## src/rtl/fir_pkg.sv

```systemverilog
// Shared types and constants for the FIR feed controller and its coefficient serializer.
package fir_pkg;
  localparam int X_N_SIZE       = 6;
  localparam int TAP_SIZE       = 2;
  localparam int NBR_OF_TAPS    = 8;
  localparam int CHUNKS         = 3;
  localparam int COEFF_W        = TAP_SIZE * NBR_OF_TAPS;
  localparam int TAPS_PER_CHUNK = X_N_SIZE / TAP_SIZE;

  typedef enum logic [2:0] {
    ST_SETUP  = 3'd0,
    ST_IDLE   = 3'd1,
    ST_STREAM = 3'd2,
    ST_LOAD   = 3'd3,
    ST_GAP    = 3'd4
  } fir_state_t;

  // Chunk idx carries taps 3*(2-idx) .. 3*(2-idx)+2, MSB field first; taps past 7 pad with 0.
  function automatic logic [X_N_SIZE-1:0] coeff_chunk(input logic [COEFF_W-1:0] v,
                                                       input logic [1:0] idx);
    logic [X_N_SIZE-1:0] c;
    int k;
    c = '0;
    for (int j = 0; j < TAPS_PER_CHUNK; j++) begin
      k = TAPS_PER_CHUNK * (CHUNKS - 1 - int'(idx)) + j;
      if (k >= 0 && k < NBR_OF_TAPS)
        c[X_N_SIZE-1-TAP_SIZE*j -: TAP_SIZE] = v[TAP_SIZE*k +: TAP_SIZE];
    end
    return c;
  endfunction
endpackage

```

## src/rtl/fir_coeff_serializer.sv

```systemverilog
// Latches a coefficient vector and presents chunks C0..C2 one per cycle, a cycle ahead of the FIR pins.
module fir_coeff_serializer
  import fir_pkg::*;
(
  input  logic                clk,
  input  logic                reset,
  input  logic                start,
  input  logic [COEFF_W-1:0]  coeffs,
  output logic [X_N_SIZE-1:0] chunk,
  output logic                set_coeffs,
  output logic                done
);
  logic [COEFF_W-1:0] coeffs_q;
  logic [1:0]         idx_q;
  logic               active_q;

  // On start the first chunk comes straight from the input so the caller can register it that edge.
  assign chunk      = start ? coeff_chunk(coeffs, 2'd0) : coeff_chunk(coeffs_q, idx_q);
  assign set_coeffs = start | active_q;

  always_ff @(posedge clk) begin
    if (reset) begin
      coeffs_q <= '0;
      idx_q    <= '0;
      active_q <= 1'b0;
      done     <= 1'b0;
    end else begin
      done <= active_q && (idx_q == 2'(CHUNKS - 1));
      if (start) begin
        coeffs_q <= coeffs;
        idx_q    <= 2'd1;
        active_q <= 1'b1;
      end else if (active_q) begin
        if (idx_q == 2'(CHUNKS - 1)) begin
          idx_q    <= '0;
          active_q <= 1'b0;
        end else begin
          idx_q <= idx_q + 2'd1;
        end
      end
    end
  end
endmodule

```

## src/rtl/fir_feed_ctrl.sv

```systemverilog
// Upstream driver for the 8-tap FIR: setup window, sample forwarding and coefficient loads.
//   state  | meaning
//   SETUP  | post-reset window, FIR not yet ready
//   IDLE   | no sample on the FIR pins last cycle
//   STREAM | forwarding samples back-to-back
//   LOAD   | three coefficient chunks on x_n with s_set_coeffs
//   GAP    | one quiet cycle before streaming may resume
module fir_feed_ctrl
  import fir_pkg::*;
#(
  parameter int SETUP_CYCLES = 4,
  parameter int CNT_W        = 16
) (
  input  logic                clk,
  input  logic                reset,
  input  logic                cfg_start,
  input  logic [COEFF_W-1:0]  cfg_coeffs,
  output logic                cfg_busy,
  input  logic [X_N_SIZE-1:0] in_data,
  input  logic                in_valid,
  output logic                in_ready,
  output logic [X_N_SIZE-1:0] x_n,
  output logic                s_set_coeffs,
  output logic                s_axis_fir_tvalid,
  output logic [CNT_W-1:0]    sample_cnt
);
  localparam int SW = $clog2(SETUP_CYCLES + 1);

  fir_state_t            state;
  logic [SW-1:0]         setup_cnt;
  logic                  open_st;
  logic                  ser_start;
  logic [X_N_SIZE-1:0]   ser_chunk;
  logic                  ser_set;
  logic                  ser_done;

  assign open_st   = (state == ST_IDLE) || (state == ST_STREAM);
  assign in_ready  = open_st && !cfg_start;
  assign ser_start = open_st && cfg_start;
  assign cfg_busy  = (state == ST_LOAD) || (state == ST_GAP);

  fir_coeff_serializer u_ser (
    .clk        (clk),
    .reset      (reset),
    .start      (ser_start),
    .coeffs     (cfg_coeffs),
    .chunk      (ser_chunk),
    .set_coeffs (ser_set),
    .done       (ser_done)
  );

  always_ff @(posedge clk) begin
    if (reset) begin
      state             <= ST_SETUP;
      setup_cnt         <= '0;
      x_n               <= '0;
      s_set_coeffs      <= 1'b0;
      s_axis_fir_tvalid <= 1'b0;
      sample_cnt        <= '0;
    end else begin
      case (state)
        ST_SETUP: begin
          x_n               <= '0;
          s_set_coeffs      <= 1'b0;
          s_axis_fir_tvalid <= 1'b0;
          if (setup_cnt == SW'(SETUP_CYCLES - 1)) state <= ST_IDLE;
          else setup_cnt <= setup_cnt + 1'b1;
        end
        ST_IDLE, ST_STREAM: begin
          if (cfg_start) begin
            x_n               <= ser_chunk;
            s_set_coeffs      <= ser_set;
            s_axis_fir_tvalid <= 1'b0;
            state             <= ST_LOAD;
          end else if (in_valid) begin
            x_n               <= in_data;
            s_set_coeffs      <= 1'b0;
            s_axis_fir_tvalid <= 1'b1;
            sample_cnt        <= sample_cnt + CNT_W'(1);
            state             <= ST_STREAM;
          end else begin
            // A bubble ends the FIR stream; it clears its history on its side.
            x_n               <= '0;
            s_set_coeffs      <= 1'b0;
            s_axis_fir_tvalid <= 1'b0;
            state             <= ST_IDLE;
          end
        end
        ST_LOAD: begin
          x_n               <= ser_set ? ser_chunk : '0;
          s_set_coeffs      <= ser_set;
          s_axis_fir_tvalid <= 1'b0;
          if (ser_done) state <= ST_GAP;
        end
        ST_GAP: begin
          x_n               <= '0;
          s_set_coeffs      <= 1'b0;
          s_axis_fir_tvalid <= 1'b0;
          state             <= ST_IDLE;
        end
        default: begin
          x_n               <= '0;
          s_set_coeffs      <= 1'b0;
          s_axis_fir_tvalid <= 1'b0;
          setup_cnt         <= '0;
          state             <= ST_SETUP;
        end
      endcase
    end
  end
endmodule

```

## config.mk

```make
export PLATFORM = sky130hd
export DESIGN_NAME = fir_feed_ctrl
export DESIGN_NICKNAME = d
export VERILOG_FILES = /design/src/rtl/fir_pkg.sv /design/src/rtl/fir_coeff_serializer.sv /design/src/rtl/fir_feed_ctrl.sv
export SDC_FILE = /design/constraint.sdc
export NUM_CORES = 1
export LEC_CHECK = 0
export ABC_AREA = 1
export CORE_MARGIN = 1.5
export CORE_UTILIZATION = 45
export DETAILED_ROUTE_END_ITERATION = 6
export PLACE_DENSITY = 0.71
export SETUP_SLACK_MARGIN = 0.1
export SLEW_MARGIN = 20
export SYNTH_ARGS = -nofsm -noshare
export SYNTH_HDL_FRONTEND = slang
export SYNTH_SLANG_ARGS = --single-unit
export TNS_END_PERCENT = 10
```

## constraint.sdc

```tcl
create_clock -name clk -period 2.03 [get_ports clk]
set_input_delay 0.609 -clock clk [delete_from_list [all_inputs] [get_ports clk]]
set_output_delay 0.609 -clock clk [all_outputs]
set_load 0.01 [all_outputs]
```

==> results.md <==
* Leading area contributor after synthesis: sky130_fd_sc_hd__dfxtp_1
* Area of the die at 0.00614 mm2
* Worst slew margin at 71.0%
* Die width at 78.4 um
* Post-Synth Adder-Cell Area at 3.43%
* CTS tree: yes
* Cell Pwr Density at roughly 1000 mW/mm2
* Run status: complete, no violations
* Final hold viol count at 0
* Fraction of registers with async set/reset at 0%
* Total Wirelength at 6.07 mm
* Post-Route M1 WL at roughly 3 mm
* Number of pins with negative max-slew slack in the final report at 0
* Actual transition at the worst max-transition pin at 0.432 ns
* Area inside the core boundary at approximately 0.0055 mm2
* Proportion of synthesized chip area in sequential cells at 39.2%
* Cell types with the largest area share after synthesis: sky130_fd_sc_hd__dfxtp_1, sky130_fd_sc_hd__nand2_1, sky130_fd_sc_hd__a21oi_1
* Hold-fix buffers at CTS at 0
* Clock tree skew after final layout at approximately 0.011 ns
* Synth Area in Simple Gates at 34.0%
* Number of distinct library cells after synthesis at 31
* Final Total Pwr at 3.37 mW
* Post-synth design cell area at ~0.0026 mm2
* DRC marker count from the first detailed-route iteration at 149
* Part of the cycle the worst path needs at 95.3%
* Worst ir drop on vdd at 0.632 mV
* Static leakage power at between 1 and 1.5 nW
* Vias in the first global route at 2,266
* Post-synthesis to final-layout area growth at 31.6%
* Number of instances in the synthesized netlist at between 300 and 400
* CTS Root Buffer Type: sky130_fd_sc_hd__clkbuf_8
* Final Critical Period at 1.93 ns
* Final Wtd Congestion at 0.900
* Placement row count at 27
* Remaining antenna violation count at 0
* Buffers & Inverters on Critical Path at 1
* Initial Util at a little under half
* Avg Cell Area, Syn at between 6 and 7 um2
* Maximum number of pins on one net before global-route repair at 33
* Yosys warning total at 0
* CTS clock-pin slew for the worst setup and hold paths at approximately 0.090 ns
* Syn_nets at 409
* Class of the most critical hold timing path: flop to flop
* Final setup violation count at 0
* Placed wire-length estimate after detailed placement at about 4.5 mm
* Max Root-Sink Buffers at 2
* CTS sink count at 50
* Minimum hold slack at 0.459 ns
* Main combinational cell family by area after synthesis: simple AND/OR/NAND/NOR gates
* Antenna diode instance count at 0
* Sort of element at the start of the critical path: flop
* Data arrival time at the worst-slack endpoint at about 1.3 ns
* Setup repair after global routing missed its margin: true
* Share of cells above drive strength 1 at 10.8%
* Proportion of synthesized area in mux cells at 0%
* DRC violations left at 0
* Family of cells with the greatest summed delay on the critical path: buffers and inverters
* Die Span Y at 78.4 um
* Total I/O pin count at 52
* H-Tree Depth at 2
* PortBufs at 51
* Critical Path End Type: primary output
* Vias post-DR at 2,494
* Avg WL per Cell at roughly 12 um
* Longest individual stage delay on the worst path at 0.57 ns
* Inserted Clock Buffers at 5
* Worst reg-to-reg setup slack at 0.28 ns
* Clock latency on the worst-skew pair at roughly 0.31 ns
* Critical-path cell with the highest stage delay: sky130_fd_sc_hd__clkdlybuf4s50_1
* CP required at 1.42 ns
* Top routing layer used: met4
* Iteration count of the initial detailed-routing pass at 4
* Flop and latch count out of synthesis at 50
* Compound-gate portion of the synthesized area at 11.9%
* Type of the worst setup path: flop to primary output
* Antenna violations before repair at 0
* Metal3 WL at 238 um
* Aggregate global routing overflow at 0
* Post-DR vias/cell at 4.84
* Wire length on met2 at 2.77 mm
* Wire length of the first global-routing pass at 10.2 mm
* Nets at 475
* Top-area cell type share of the netlist area at roughly 39%
* Top FF cell, synth: sky130_fd_sc_hd__dfxtp_1
* Crit Path Max Fanout at 6
* Most common cell in the netlist: sky130_fd_sc_hd__nand2_1
* GR Util All Layers at about a fifth
* Cell-by-cell trace of the critical path: clkdlybuf4s50_1
* Count of flip-flops with a built-in enable after synthesis at 0
* Max frequency at around 520 MHz
* Most frequent cells after synthesis: sky130_fd_sc_hd__nand2_1, sky130_fd_sc_hd__dfxtp_1, sky130_fd_sc_hd__inv_1
* Total of max-cap violations at 0
* Area share of xor/xnor cells in the synthesized design at about 1.7%
==> registers in the layout, summed over array words and instances, names as in the netlist <==
signal,flops
u_ser.active_q,1
s_set_coeffs,1
sample_cnt,16
state,3
s_axis_fir_tvalid,1
x_n,6
setup_cnt,3
u_ser.done,1
u_ser.coeffs_q,16
u_ser.idx_q,2
==> metal layers <==
metal	up-vias	global-route usage [%]
li1	1319	-
met1	1124	27.9
met2	45	34.9
met3	6	4.77
met4	0	7.14
met5	-	0
==> cells by family (layout without fill, tap and decap cells) <==
family          count (synthesis)  after routing
flops                          50             50
buf+inv                        60            127
xor+xnor                        5              5
fa+ha+maj                       7              7
compound gates                 59             59
simple gates                  195            195
==> power breakdown <==
group | internal [mW] | switching (mW) | leakage, nW
combinational | 0.635 | 0.870 | 0.965
sequential | 1.13 | 0.0800 | 0.406
clock | 0.313 | 0.341 | 0.0544
==> cell usage in the layout (no fill, tap or decap), drive strengths merged, types with 7 or more instances in the layout <==
cell type,Yosys,final
o21ai,17,17
a21oi,36,36
clkdlybuf4s50,0,49
clkbuf,5,7
nor3,7,7
nand3,17,17
buf,6,20
ha,7,7
inv,48,48
dfxtp,50,50
nor2,42,42
nand2,120,120
nand4,7,7
==> what timing repair did <==
| item | in CTS | in global routing |
|---|---|---|
| resized for setup | 6 | 4 |
| pin swaps | 1 | 0 |
| buffers inserted | 1 | 0 |
| setup endpoints to repair | 4 | 13 |
==> worst paths after layout <==
kind,from,end,depth (start not counted)
setup / recovery,sample_cnt[4]$_SDFFE_PP0P_,sample_cnt[4],1
hold / removal,u_ser.coeffs_q[4]$_SDFFE_PP0P_,u_ser.coeffs_q[4]$_SDFFE_PP0P_,2
setup reg to reg,u_ser.idx_q[0]$_SDFFE_PP0N_,x_n[4]$_SDFF_PP0_,9
hold reg to reg,u_ser.coeffs_q[4]$_SDFFE_PP0P_,u_ser.coeffs_q[4]$_SDFFE_PP0P_,2
==> layout make-up <==
cell class	instances	area, um2
clock buffer	7	96.3
multi-input combinational	266	1310
inverter	49	184
sequential	50	1000
fill	518	2140
clock inverter	1	8.76
timing repair buffer	70	672
tap	72	90.1
==> per-stage QoR <==
stage                     utilization, %  setup TNS, ns  setup slack [ns]  cells  cell area, um2
after global routing                61.1              0            0.0406    515            3360
after CTS                           61.0              0            0.0725    515            3360
after detailed placement            58.8          -1.16            -0.238    506            3240
final                               61.1              0            0.0953    515            3360
after floorplan                        -              0             0.373    376            2550
after global placement              58.8         -0.654            -0.247    506            3240
Power figures use the tool's default switching activity.
